`src/rtl/ram_arb_pkg.sv`:
```
// Shared types for the RAM arbiter: FSM state encoding and grant indices.
package ram_arb_pkg;

  typedef enum logic [1:0] {
    ST_IDLE   = 2'd0,
    ST_ACCESS = 2'd1,
    ST_DONE   = 2'd2
  } state_e;

  localparam logic GNT_A = 1'b0;
  localparam logic GNT_B = 1'b1;

endpackage

```
`src/rtl/rr_arb2.sv`:
```
// Two-way round-robin pick. Purely combinational; the caller owns `last`.
// Ports:
//   a_req_i, b_req_i : request lines
//   last_i           : requester granted most recently (GNT_A / GNT_B)
//   valid_o          : at least one request present
//   gnt_o            : winner (GNT_A / GNT_B)
module rr_arb2
  import ram_arb_pkg::*;
(
  input  logic a_req_i,
  input  logic b_req_i,
  input  logic last_i,
  output logic valid_o,
  output logic gnt_o
);

  always_comb begin
    valid_o = a_req_i | b_req_i;
    gnt_o   = GNT_A;
    if (a_req_i && b_req_i) begin
      // Tie: whoever was not served last wins.
      gnt_o = (last_i == GNT_A) ? GNT_B : GNT_A;
    end else if (b_req_i) begin
      gnt_o = GNT_B;
    end
  end

endmodule

```
`src/rtl/ram_arbiter.sv`:
```
// Two-requester arbiter and access sequencer for a single-port RAM with
// synchronous write and combinational read. Each access takes three cycles:
// IDLE (grant + latch) -> ACCESS (drive RAM) -> DONE (ack).
// Ports:
//   clk, reset                   : clock, async active-high reset
//   a_req/a_we/a_addr/a_wdata    : requester A access request
//   a_ack/a_rdata                : A completion pulse and read result
//   b_*                          : same for requester B
//   ram_load/ram_address/ram_in  : drive the RAM write/address/data pins
//   ram_out                      : RAM combinational read data
//   err                          : pulses with ack on an out-of-range address
module ram_arbiter
  import ram_arb_pkg::*;
#(
  parameter int WIDTH  = 16,
  parameter int DEPTH  = 15,
  parameter int ADDR_W = $clog2(DEPTH)
) (
  input  logic              clk,
  input  logic              reset,
  input  logic              a_req,
  input  logic              a_we,
  input  logic [ADDR_W-1:0] a_addr,
  input  logic [WIDTH-1:0]  a_wdata,
  output logic              a_ack,
  output logic [WIDTH-1:0]  a_rdata,
  input  logic              b_req,
  input  logic              b_we,
  input  logic [ADDR_W-1:0] b_addr,
  input  logic [WIDTH-1:0]  b_wdata,
  output logic              b_ack,
  output logic [WIDTH-1:0]  b_rdata,
  output logic              ram_load,
  output logic [ADDR_W-1:0] ram_address,
  output logic [WIDTH-1:0]  ram_in,
  input  logic [WIDTH-1:0]  ram_out,
  output logic              err
);

  localparam logic [ADDR_W:0] DEPTH_L = (ADDR_W+1)'(DEPTH);

  state_e              state_q;
  logic                gnt_q, last_q, we_q, oor_q;
  logic                a_ack_q, b_ack_q, err_q, ram_load_q;
  logic [ADDR_W-1:0]   ram_address_q;
  logic [WIDTH-1:0]    ram_in_q, a_rdata_q, b_rdata_q;

  logic                arb_valid, gnt_d;
  logic                we_d, oor_d;
  logic [ADDR_W-1:0]   addr_d;
  logic [WIDTH-1:0]    wdata_d;

  rr_arb2 u_rr (
    .a_req_i (a_req),
    .b_req_i (b_req),
    .last_i  (last_q),
    .valid_o (arb_valid),
    .gnt_o   (gnt_d)
  );

  // Mux the winner's request fields; only consumed in IDLE.
  always_comb begin
    we_d    = a_we;
    addr_d  = a_addr;
    wdata_d = a_wdata;
    if (gnt_d == GNT_B) begin
      we_d    = b_we;
      addr_d  = b_addr;
      wdata_d = b_wdata;
    end
    oor_d = ({1'b0, addr_d} >= DEPTH_L);
  end

  // The RAM pins double as the access latch: they are loaded on grant and
  // cleared leaving ACCESS, so they are non-zero only during ACCESS.
  always_ff @(posedge clk or posedge reset) begin
    if (reset) begin
      state_q       <= ST_IDLE;
      gnt_q         <= GNT_A;
      last_q        <= GNT_B;
      we_q          <= 1'b0;
      oor_q         <= 1'b0;
      a_ack_q       <= 1'b0;
      b_ack_q       <= 1'b0;
      err_q         <= 1'b0;
      ram_load_q    <= 1'b0;
      ram_address_q <= '0;
      ram_in_q      <= '0;
      a_rdata_q     <= '0;
      b_rdata_q     <= '0;
    end else begin
      case (state_q)
        ST_IDLE: begin
          if (arb_valid) begin
            gnt_q         <= gnt_d;
            last_q        <= gnt_d;
            we_q          <= we_d;
            oor_q         <= oor_d;
            ram_load_q    <= we_d & ~oor_d;
            ram_address_q <= addr_d;
            ram_in_q      <= wdata_d;
            state_q       <= ST_ACCESS;
          end
        end
        ST_ACCESS: begin
          if (!we_q) begin
            if (gnt_q == GNT_A) a_rdata_q <= oor_q ? '0 : ram_out;
            else                b_rdata_q <= oor_q ? '0 : ram_out;
          end
          ram_load_q    <= 1'b0;
          ram_address_q <= '0;
          ram_in_q      <= '0;
          a_ack_q       <= (gnt_q == GNT_A);
          b_ack_q       <= (gnt_q == GNT_B);
          err_q         <= oor_q;
          state_q       <= ST_DONE;
        end
        ST_DONE: begin
          a_ack_q <= 1'b0;
          b_ack_q <= 1'b0;
          err_q   <= 1'b0;
          state_q <= ST_IDLE;
        end
        default: state_q <= ST_IDLE;
      endcase
    end
  end

  assign a_ack       = a_ack_q;
  assign b_ack       = b_ack_q;
  assign a_rdata     = a_rdata_q;
  assign b_rdata     = b_rdata_q;
  assign err         = err_q;
  assign ram_load    = ram_load_q;
  assign ram_address = ram_address_q;
  assign ram_in      = ram_in_q;

endmodule

```
`config.mk`:
```
export PLATFORM = sky130hd
export DESIGN_NAME = ram_arbiter
export DESIGN_NICKNAME = d
export VERILOG_FILES = /design/src/rtl/ram_arb_pkg.sv /design/src/rtl/rr_arb2.sv /design/src/rtl/ram_arbiter.sv
export SDC_FILE = /design/constraint.sdc
export NUM_CORES = 1
export LEC_CHECK = 0
export CORE_MARGIN = 2
export CORE_UTILIZATION = 46
export DETAILED_ROUTE_END_ITERATION = 12
export PLACE_DENSITY = 0.82
export SETUP_SLACK_MARGIN = 0.5
export SLEW_MARGIN = 20
export SYNTH_ARGS = -nofsm -noshare
export SYNTH_HDL_FRONTEND = slang
export SYNTH_SLANG_ARGS = --single-unit
```
`constraint.sdc`:
```
create_clock -name clk -period 4.1 [get_ports clk]
set_clock_uncertainty 0.2 [all_clocks]
set_input_delay 0.41 -clock clk [delete_from_list [all_inputs] [get_ports clk]]
set_output_delay 0.41 -clock clk [all_outputs]
set_load 0.02 [all_outputs]
```
== After elaboration in Yosys (flattened, before gate mapping) ==
Index checks and enable logic that the tools add are counted.
Cells by class
  eq/ne operators: 3
  $lt $le $gt $ge: 1
  reduce and logical (&&, ||, !) cells: 8
  bitwise logic cells: 5
  muxes and demuxes: 18
Operators with widths (number)
  2-to-1 mux 16 bit: 3
  one-hot mux 16 bit (2 select lines): 1
  2-to-1 mux 4 bit: 2
  one-hot mux 1 bit (2 select lines): 4
  one-hot mux 4 bit (2 select lines): 1
  AND reduction 3 bit: 2
  2-to-1 mux 1 bit: 5
  >= comparator 4 bit (second input constant): 1
  one-hot mux 2 bit (2 select lines): 1
  AND reduction 2 bit: 2
  nonzero test 2 bit: 2
  inverter 1 bit: 3
  equality test 2 x 1 -> 1 bit (second input constant): 1
  equality test 2 bit (second input constant): 1
  zero test 2 bit: 1
  2-to-1 mux 2 bit: 1
  != test 2 bit (second input constant): 1
  AND 1 bit: 1
  logical AND 1 bit: 1
  OR 1 bit: 1
Word-level totals
  output and inout bits: 56
  logic and storage cells: 48
  flip-flop bits (word level): 62

== Logic depth before layout (Yosys ltp) ==
Gate-level depths: netlist of run 1.
  word-level depth: 8
  gate-level depth with buffers: 7

== Modules after synthesis ==
From an unflattened synthesis of run 1, not the netlist that was laid out.
Second synthesis, totals
  cell total of the unflattened synthesis: 258
  area total of the unflattened synthesis: 2751.4 µm²
Modules (own cells, without submodules)
  ram_arbiter: cells each 256, times used 1, area each 2737.6 µm², seq. area each 1552.7 µm²
  rr_arb2: cells each 2, times used 1, area each 13.8 µm², seq. area each 0.0 µm²

== Worst setup path after synthesis of run 1 ==
Ideal clock, no wire load.
  kind: register to register
  from: reg state_q[1]
  to: reg a_rdata_q[10], in the netlist a_rdata[10]
  buffers on the path: 2
  stages on the path, launching flop included: 8
  slack: 2.417 ns
  required time: 3.781 ns
  data arrival time: 1.364 ns
  path through: dfrtp_1 > inv_1 > ha_1 > or3b_1 > buf_2 > buf_6 > nand2_1 > o21ai_2
Between the ends
  longest elaborated chain between the ends: 2
Ends and longest elaborated chain
  start, declared: RTL line ram_arbiter.sv:42  | state_e state_q;
  start signal, assigned: RTL line ram_arbiter.sv:78  | state_q <= ST_IDLE;
  start signal, assigned: RTL line ram_arbiter.sv:102  | state_q <= ST_ACCESS;
  start signal, assigned: RTL line ram_arbiter.sv:116  | state_q <= ST_DONE;
  equality test 2 x 1 -> 1 bit: RTL line ram_arbiter.sv:92  | case (state_q)
  AND reduction 3 bit (no line)
  end signal, assigned: RTL line ram_arbiter.sv:107  | if (gnt_q == GNT_A) a_rdata_q <= oor_q ? '0 : ram_out;
  end, declared: RTL line ram_arbiter.sv:46  | logic [WIDTH-1:0] ram_in_q, a_rdata_q, b_rdata_q;
No other way between the ends.
A chain may end at the register's enable or synchronous reset.

== Final worst setup path of run 1 ==
  from: in b_req
  to: reg oor_q
Between the ends
  longest elaborated chain between the ends: 4
  elaborated cells between the ends (all ways): 7
Ends and longest elaborated chain
  start, declared: RTL line ram_arbiter.sv:27  | input logic b_req,
  2-to-1 mux 1 bit / logical AND 1 bit (equally long branches): RTL line rr_arb2.sv:23, rr_arb2.sv:20
  2-to-1 mux 1 bit: RTL line rr_arb2.sv:20  | if (a_req_i && b_req_i) begin
  2-to-1 mux 4 bit: RTL line ram_arbiter.sv:66  | if (gnt_d == GNT_B) begin
  >= comparator 4 bit: RTL line ram_arbiter.sv:71  | oor_d = ({1'b0, addr_d} >= DEPTH_L);
  end signal, assigned: RTL line ram_arbiter.sv:98  | oor_q <= oor_d;
  end, declared: RTL line ram_arbiter.sv:43  | logic gnt_q, last_q, we_q, oor_q;
Parallel ways exist; a longest one is shown, timed or not.

==> impl_metrics.ini, run 1 <==
[outcome]
status = finished, final reports clean

[flow_run]
drv_cap = 0

[logic_synthesis]
syn_nets = 301
synth_area_mm2 = 0.00287
syn_inst = 236
synth_area_leaders = dfrtp_1, o2bb2ai_2, mux2i_1
avgSynthCellArea_um2 = 12.2
synth_cell_types = 31
yosys_warnings = 0
ys_seq_elements = 62
synth_top_area_cell = dfrtp_1
synth_top_area_share_pct = 53.2
synthFlopType = dfrtp_1
synth-seq-area-share_pct = 54.1
synthArstFlopShare_pct = 100
synth_edf_count = 0

[setup_path]
path_class = in2reg
reg2reg_slack_ns = 1.82
worstPathArrival_ns = 2.34
critPathRequiredTime_ns = 4.14
start_kind = primary input
timing.rr.start = state_q[0]$_DFFE_PP0P_
worstRegToRegCells = 6
path_max_fanout = 25
r2r_end = ram_in[9]$_DFFE_PP0P_
endpoint_kind = flip-flop

[global_route]
grt_max_degree = 42
grt_antenna_before_repair = 0
first_global_vias = 2314
grt_pass1_wl_um = 11500
overflow = 0
track_usage_pct = 20.8

[power]
power.total_w = 0.00321
p_per_area_mw_per_mm2 = 755
peakVddDrop_uv = 452
p_leak_nw = 1.83

[sta]
setup-tns-final_ns = 0
finalHoldWorstSlack_ns = 0.273
finalSetupViolCount = 0
slew-limit-headroom_pct = 34.3
fmax_mhz = 436
timing_hold_violations_final = 0
finalCriticalPeriod_ns = 2.30
finalMaxSlewViolations = 0
period_share_pct = 56.0
tightest_slew_ns = 0.983
rsz0062_at_grt = false

[placed_design]
gp_congestion = 0.779
placedCellCount = 418
io_buffers = 117
dp_hpwl_um = 4840

[drt]
firstDrtPassIters = 4
drc = 0
post_drt_wl_per_cell_um = 15.3
ant_nets = 0
vias = 2234
wirelength_um = 6670
vias_per_cell = 5.14
first_iter_violations = 89

[layout]
finish.utilization_pct = 71.5
layout-drive-gt1-share_pct = 16.1
syn_to_final_growth_pct = 48.5
layout.nets = 420
stdcell_count = 435
antennaDiodeCount = 0

[floorplanning]
die-area_mm2 = 0.00688
num_io_pins = 118
fp.dieH_um = 83.0
die_w_um = 83.0
row_count = 28
initial_core_util_pct = 48.2
coreArea_mm2 = 0.00596

[cts]
clk_pin_slew_ns = 0.06
cts_buffers = 9
cts_resized = 0
insertion_delay_ns = 0.33
cts_setup_buffers = 0
clkSinkCount = 62
h-tree-depth = 3
clock_path_buffers = 2
cts_hold_buf = 0
cts_root_buf = clkbuf_8
cts_tree = done

[hold_path]
hold_path_depth = 1
worst_hold_path_type = reg2reg
hp-start = ram_load$_DFFE_PP0P_
min_to = ram_load$_DFFE_PP0P_
==> flip-flops by register name, summed over array words and instances, names as in the netlist <==
signal and cells:
state_q 2, we_q 1, ram_in 16, b_rdata 16, a_ack 1, last_q 1, err 1, b_ack 1
a_rdata 16, gnt_q 1, ram_load 1, ram_address 4, oor_q 1
==> worst max-delay path, stage by stage <==
cell	delay, ns
clkdlybuf4s50_1	0.55
a21boi_4	0.82
mux2_2	0.41
o21ai_0	0.14
==> logic make-up (layout without fill, tap and decap cells) <==
| group | after synthesis | count (layout) | share of synthesized area [%] |
|---|---|---|---|
| flip-flops | 62 | 62 | 54.1 |
| AO/OA/AOI/OAI | 66 | 66 | 21.0 |
| AND/OR/NAND/NOR | 63 | 63 | 10.4 |
| multiplexers | 23 | 23 | 8.12 |
| buffers and inverters | 19 | 143 | 5.02 |
| adder cells (fa/ha/maj) | 3 | 3 | 1.31 |
==> cell usage in the layout (no fill, tap or decap), drive strengths merged, types with 3 or more instances in the layout <==
| cell | netlist | routed |
|---|---|---|
| buf | 10 | 5 |
| clkbuf | 4 | 13 |
| clkdlybuf4s50 | 0 | 117 |
| dfrtp | 61 | 61 |
| ha | 3 | 3 |
| inv | 5 | 5 |
| mux2i | 21 | 21 |
| nand2 | 38 | 38 |
| nand2b | 16 | 16 |
| o21ai | 37 | 37 |
| o2bb2ai | 20 | 20 |
==> final cells by class <==
| type | count | area (um2) |
|---|---|---|
| Timing Repair Buffer | 122 | 1220 |
| Multi-Input combinational cell | 155 | 1170 |
| Clock buffer | 13 | 159 |
| Tap cell | 75 | 93.8 |
| Inverter | 5 | 18.8 |
| Fill cell | 423 | 1700 |
| Clock inverter | 3 | 42.5 |
| Sequential cell | 62 | 1550 |
==> metal layers <==
| layer | up-vias | part of all wire [%] | track usage (%) |
|---|---|---|---|
| li1 | 1081 | - | - |
| met1 | 1030 | 45 | 28.7 |
| met2 | 110 | 44 | 30.0 |
| met3 | 13 | 9.4 | 7.26 |
| met4 | 0 | 1.7 | 8.20 |
| met5 | - | 0 | 0 |
==> synth_stat cells (2+ instances only) <==
library cell,count
clkbuf_1,4
a21oi_1,2
o22ai_1,2
ha_1,3
mux2_2,2
nor2_1,2
nand3b_1,2
inv_1,5
dfrtp_1,61
nand2b_1,16
buf_6,4
buf_2,2
o21ai_2,14
o2bb2ai_2,19
o21ai_0,20
mux2i_1,21
buf_12,2
o21ai_1,3
buf_4,2
nand2_1,38
nand4_1,2
==> how the worst max path moves through the flow <==
stage | startpoint | end | slack [ns] | depth (start not counted)
after floorplan | reset | a_ack$_DFFE_PP0P_ | 1.95 | 1
after global placement | b_req | oor_q$_DFFE_PP0P_ | 1.52 | 4
after detailed placement | b_req | oor_q$_DFFE_PP0P_ | 1.46 | 4
after CTS | b_req | oor_q$_DFFE_PP0P_ | 1.80 | 4
after global routing | state_q[0]$_DFFE_PP0P_ | ram_in[9]$_DFFE_PP0P_ | 1.60 | 6
final | b_req | oor_q$_DFFE_PP0P_ | 1.80 | 4
==> where the power goes <==
part | internal [W] | switching [W] | leakage (nW)
registers | 0.000886 | 0.000177 | 0.780
clock network | 0.000314 | 0.000227 | 0.0996
logic | 0.000762 | 0.000848 | 0.953
total | 0.00196 | 0.00125 | 1.83
==> metrics by stage <==
step | instance area, um2 | worst slack, ns
6_report | 4260 | 1.80
3_3_place_gp | 4040 | 1.52
2_1_floorplan | 2870 | 1.95
5_1_grt | 4260 | 1.60
4_1_cts | 4240 | 1.80
3_5_place_dp | 4040 | 1.46
(Power assumes the default switching activity.)
==> run 2, diff against run 1 <==
--- a/config.mk
+++ b/config.mk
@@ -6,9 +6,9 @@
 export NUM_CORES = 1
 export LEC_CHECK = 0
 export CORE_MARGIN = 2
-export CORE_UTILIZATION = 46
+export CORE_UTILIZATION = 43
 export DETAILED_ROUTE_END_ITERATION = 12
-export PLACE_DENSITY = 0.82
+export PLACE_DENSITY = 0.77
 export SETUP_SLACK_MARGIN = 0.5
 export SLEW_MARGIN = 20
 export SYNTH_ARGS = -nofsm -noshare
==> constraint.sdc (replaced) <==
create_clock -name clk -period 2.3 [get_ports clk]
set_clock_uncertainty 0.2 [all_clocks]
set_input_delay 0.23 -clock clk [delete_from_list [all_inputs] [get_ports clk]]
set_output_delay 0.23 -clock clk [all_outputs]
set_load 0.02 [all_outputs]
==> impl_metrics.ini, run 2 (synthesized netlist as in run 1, its figures left out) <==
[floorplanning]
coreArea_mm2 = 0.00639
initial_core_util_pct = 44.9
die_w_um = 85.7
fp.dieH_um = 85.7
die-area_mm2 = 0.00734
row_count = 29
num_io_pins = 118

[sta]
setup-tns-final_ns = 0
setup_ws_ns = 0.534
rsz0062_at_grt = true
fmax_mhz = 566
finalMaxSlewViolations = 0
period_share_pct = 76.8
timing_hold_violations_final = 0
finalSetupViolCount = 0
finalCriticalPeriod_ns = 1.77
slew-limit-headroom_pct = 63.7
finalHoldWorstSlack_ns = 0.129
tightest_slew_ns = 0.545

[drt]
ant_nets = 0
first_iter_violations = 86
firstDrtPassIters = 4
vias_per_cell = 5.12
drc = 0
wirelength_um = 6790
vias = 2259
post_drt_wl_per_cell_um = 15.4

[setup_path]
timing.rr.start = state_q[1]$_DFFE_PP0P_
critPathRequiredTime_ns = 1.87
r2r_end = a_rdata[13]$_DFFE_PP0P_
critical_path_buf_inv_count = 1
crit_cells = 1
cpMaxStageDelayCell = clkdlybuf4s50_1
worstPathArrival_ns = 1.34
path_class = reg2out
cp_slowest_stage_delay_ns = 0.62
setup.worst_path.start = ram_address[3]$_DFFE_PP0P_
worstRegToRegCells = 5
cp_cell_sequence = clkdlybuf4s50_1
path_max_fanout = 2
endpoint_kind = output pin
reg2reg_slack_ns = 0.56
endpoint = ram_address[3]
start_kind = flip-flop
critPathTopFamily = buffers and inverters

[cts]
clkSinkCount = 62
cts_hold_buf = 0
cts_tree = done
cts_root_buf = clkbuf_8
clk_pin_slew_ns = 0.07
h-tree-depth = 3
cts_buffers = 9
insertion_delay_ns = 0.34
clock_path_buffers = 2

[hold_path]
worst_hold_path_type = in2async

[layout]
antennaDiodeCount = 0
layout_commonest_cell = clkdlybuf4s50_1
final_cell_mix = clkdlybuf4s50_1, dfrtp_1, nand2_1
stdcell_count = 441
layout.nets = 424
syn_to_final_growth_pct = 53.7
layout-drive-gt1-share_pct = 19.0

[global_route]
grt_antenna_before_repair = 0
grt_pass1_wl_um = 11200
first_global_vias = 2447
grt_max_degree = 63
overflow = 0
track_usage_pct = 19.7

[placed_design]
dp_hpwl_um = 4690
placedCellCount = 424
place_ws_ns = 0.276
io_buffers = 117
gp_congestion = 0.736

[flow_run]
drv_cap = 0

[power]
peakVddDrop_uv = 812
power.total_w = 0.00592
p_leak_nw = 1.99
p_per_area_mw_per_mm2 = 1340

[outcome]
status = finished, final reports clean
==> run 2: cell types whose count changed in the layout (fill, tap and decap cells not counted), sizes merged <==
cell,delta
clkdlybuf4s50,-8
buf,+3
dlygate4sd2,+1
clkinv,+2
inv,-1
dlymetal6s2s,+7
==> run 2: cell type report <==
class	instances	area (um2)
fillers	507	1980
flip-flops and latches	62	1550
repair buffers	126	1320
multi-input cells	155	1210
clock buffers	12	155
well taps	77	96.3
clock inverters	4	45.0
inverters	5	22.5
==> run 2: power breakdown <==
part | internal, W | total (W) | switching [W]
clock | 0.000554 | 0.000962 | 0.000408
sequential | 0.00158 | 0.00190 | 0.000319
combinational | 0.00151 | 0.00306 | 0.00156
==> run 2: per-stage QoR <==
step / cell area [um2] / util (%)
detailed placement: 4120 / 64.4
finish: 4410 / 69.0
floorplan: 2870 / -
CTS: 4330 / 67.8
global route: 4410 / 69.0
global placement: 4120 / 64.4
==> run 2: how the worst min path moves through the flow <==
| stage | endpoint | slack [ns] |
|---|---|---|
| 2_1_floorplan | last_q$_DFFE_PP1P_ | 0.1 |
| 5_1_grt | b_rdata[3]$_DFFE_PP0P_ | 0.17 |
| 3_3_place_gp | a_rdata[1]$_DFFE_PP0P_ | 0.26 |
| 4_1_cts | state_q[0]$_DFFE_PP0P_ | 0.14 |
| 6_report | b_rdata[15]$_DFFE_PP0P_ | 0.13 |
| 3_5_place_dp | a_rdata[1]$_DFFE_PP0P_ | 0.27 |
==> run 2: metal layers <==
metal	vias to the layer above	track usage, %	wire length, um
met5	-	0	0
met4	0	9.81	128
met3	11	5.39	535
met2	98	31.8	3200
met1	1073	24.3	2930
li1	1077	-	-
==> run 2: timing repair <==
item	4_1_cts	5_1_grt
setup endpoints to repair	38	40
resized for setup	5	15
gates cloned	0	1
setup buffers	0	0
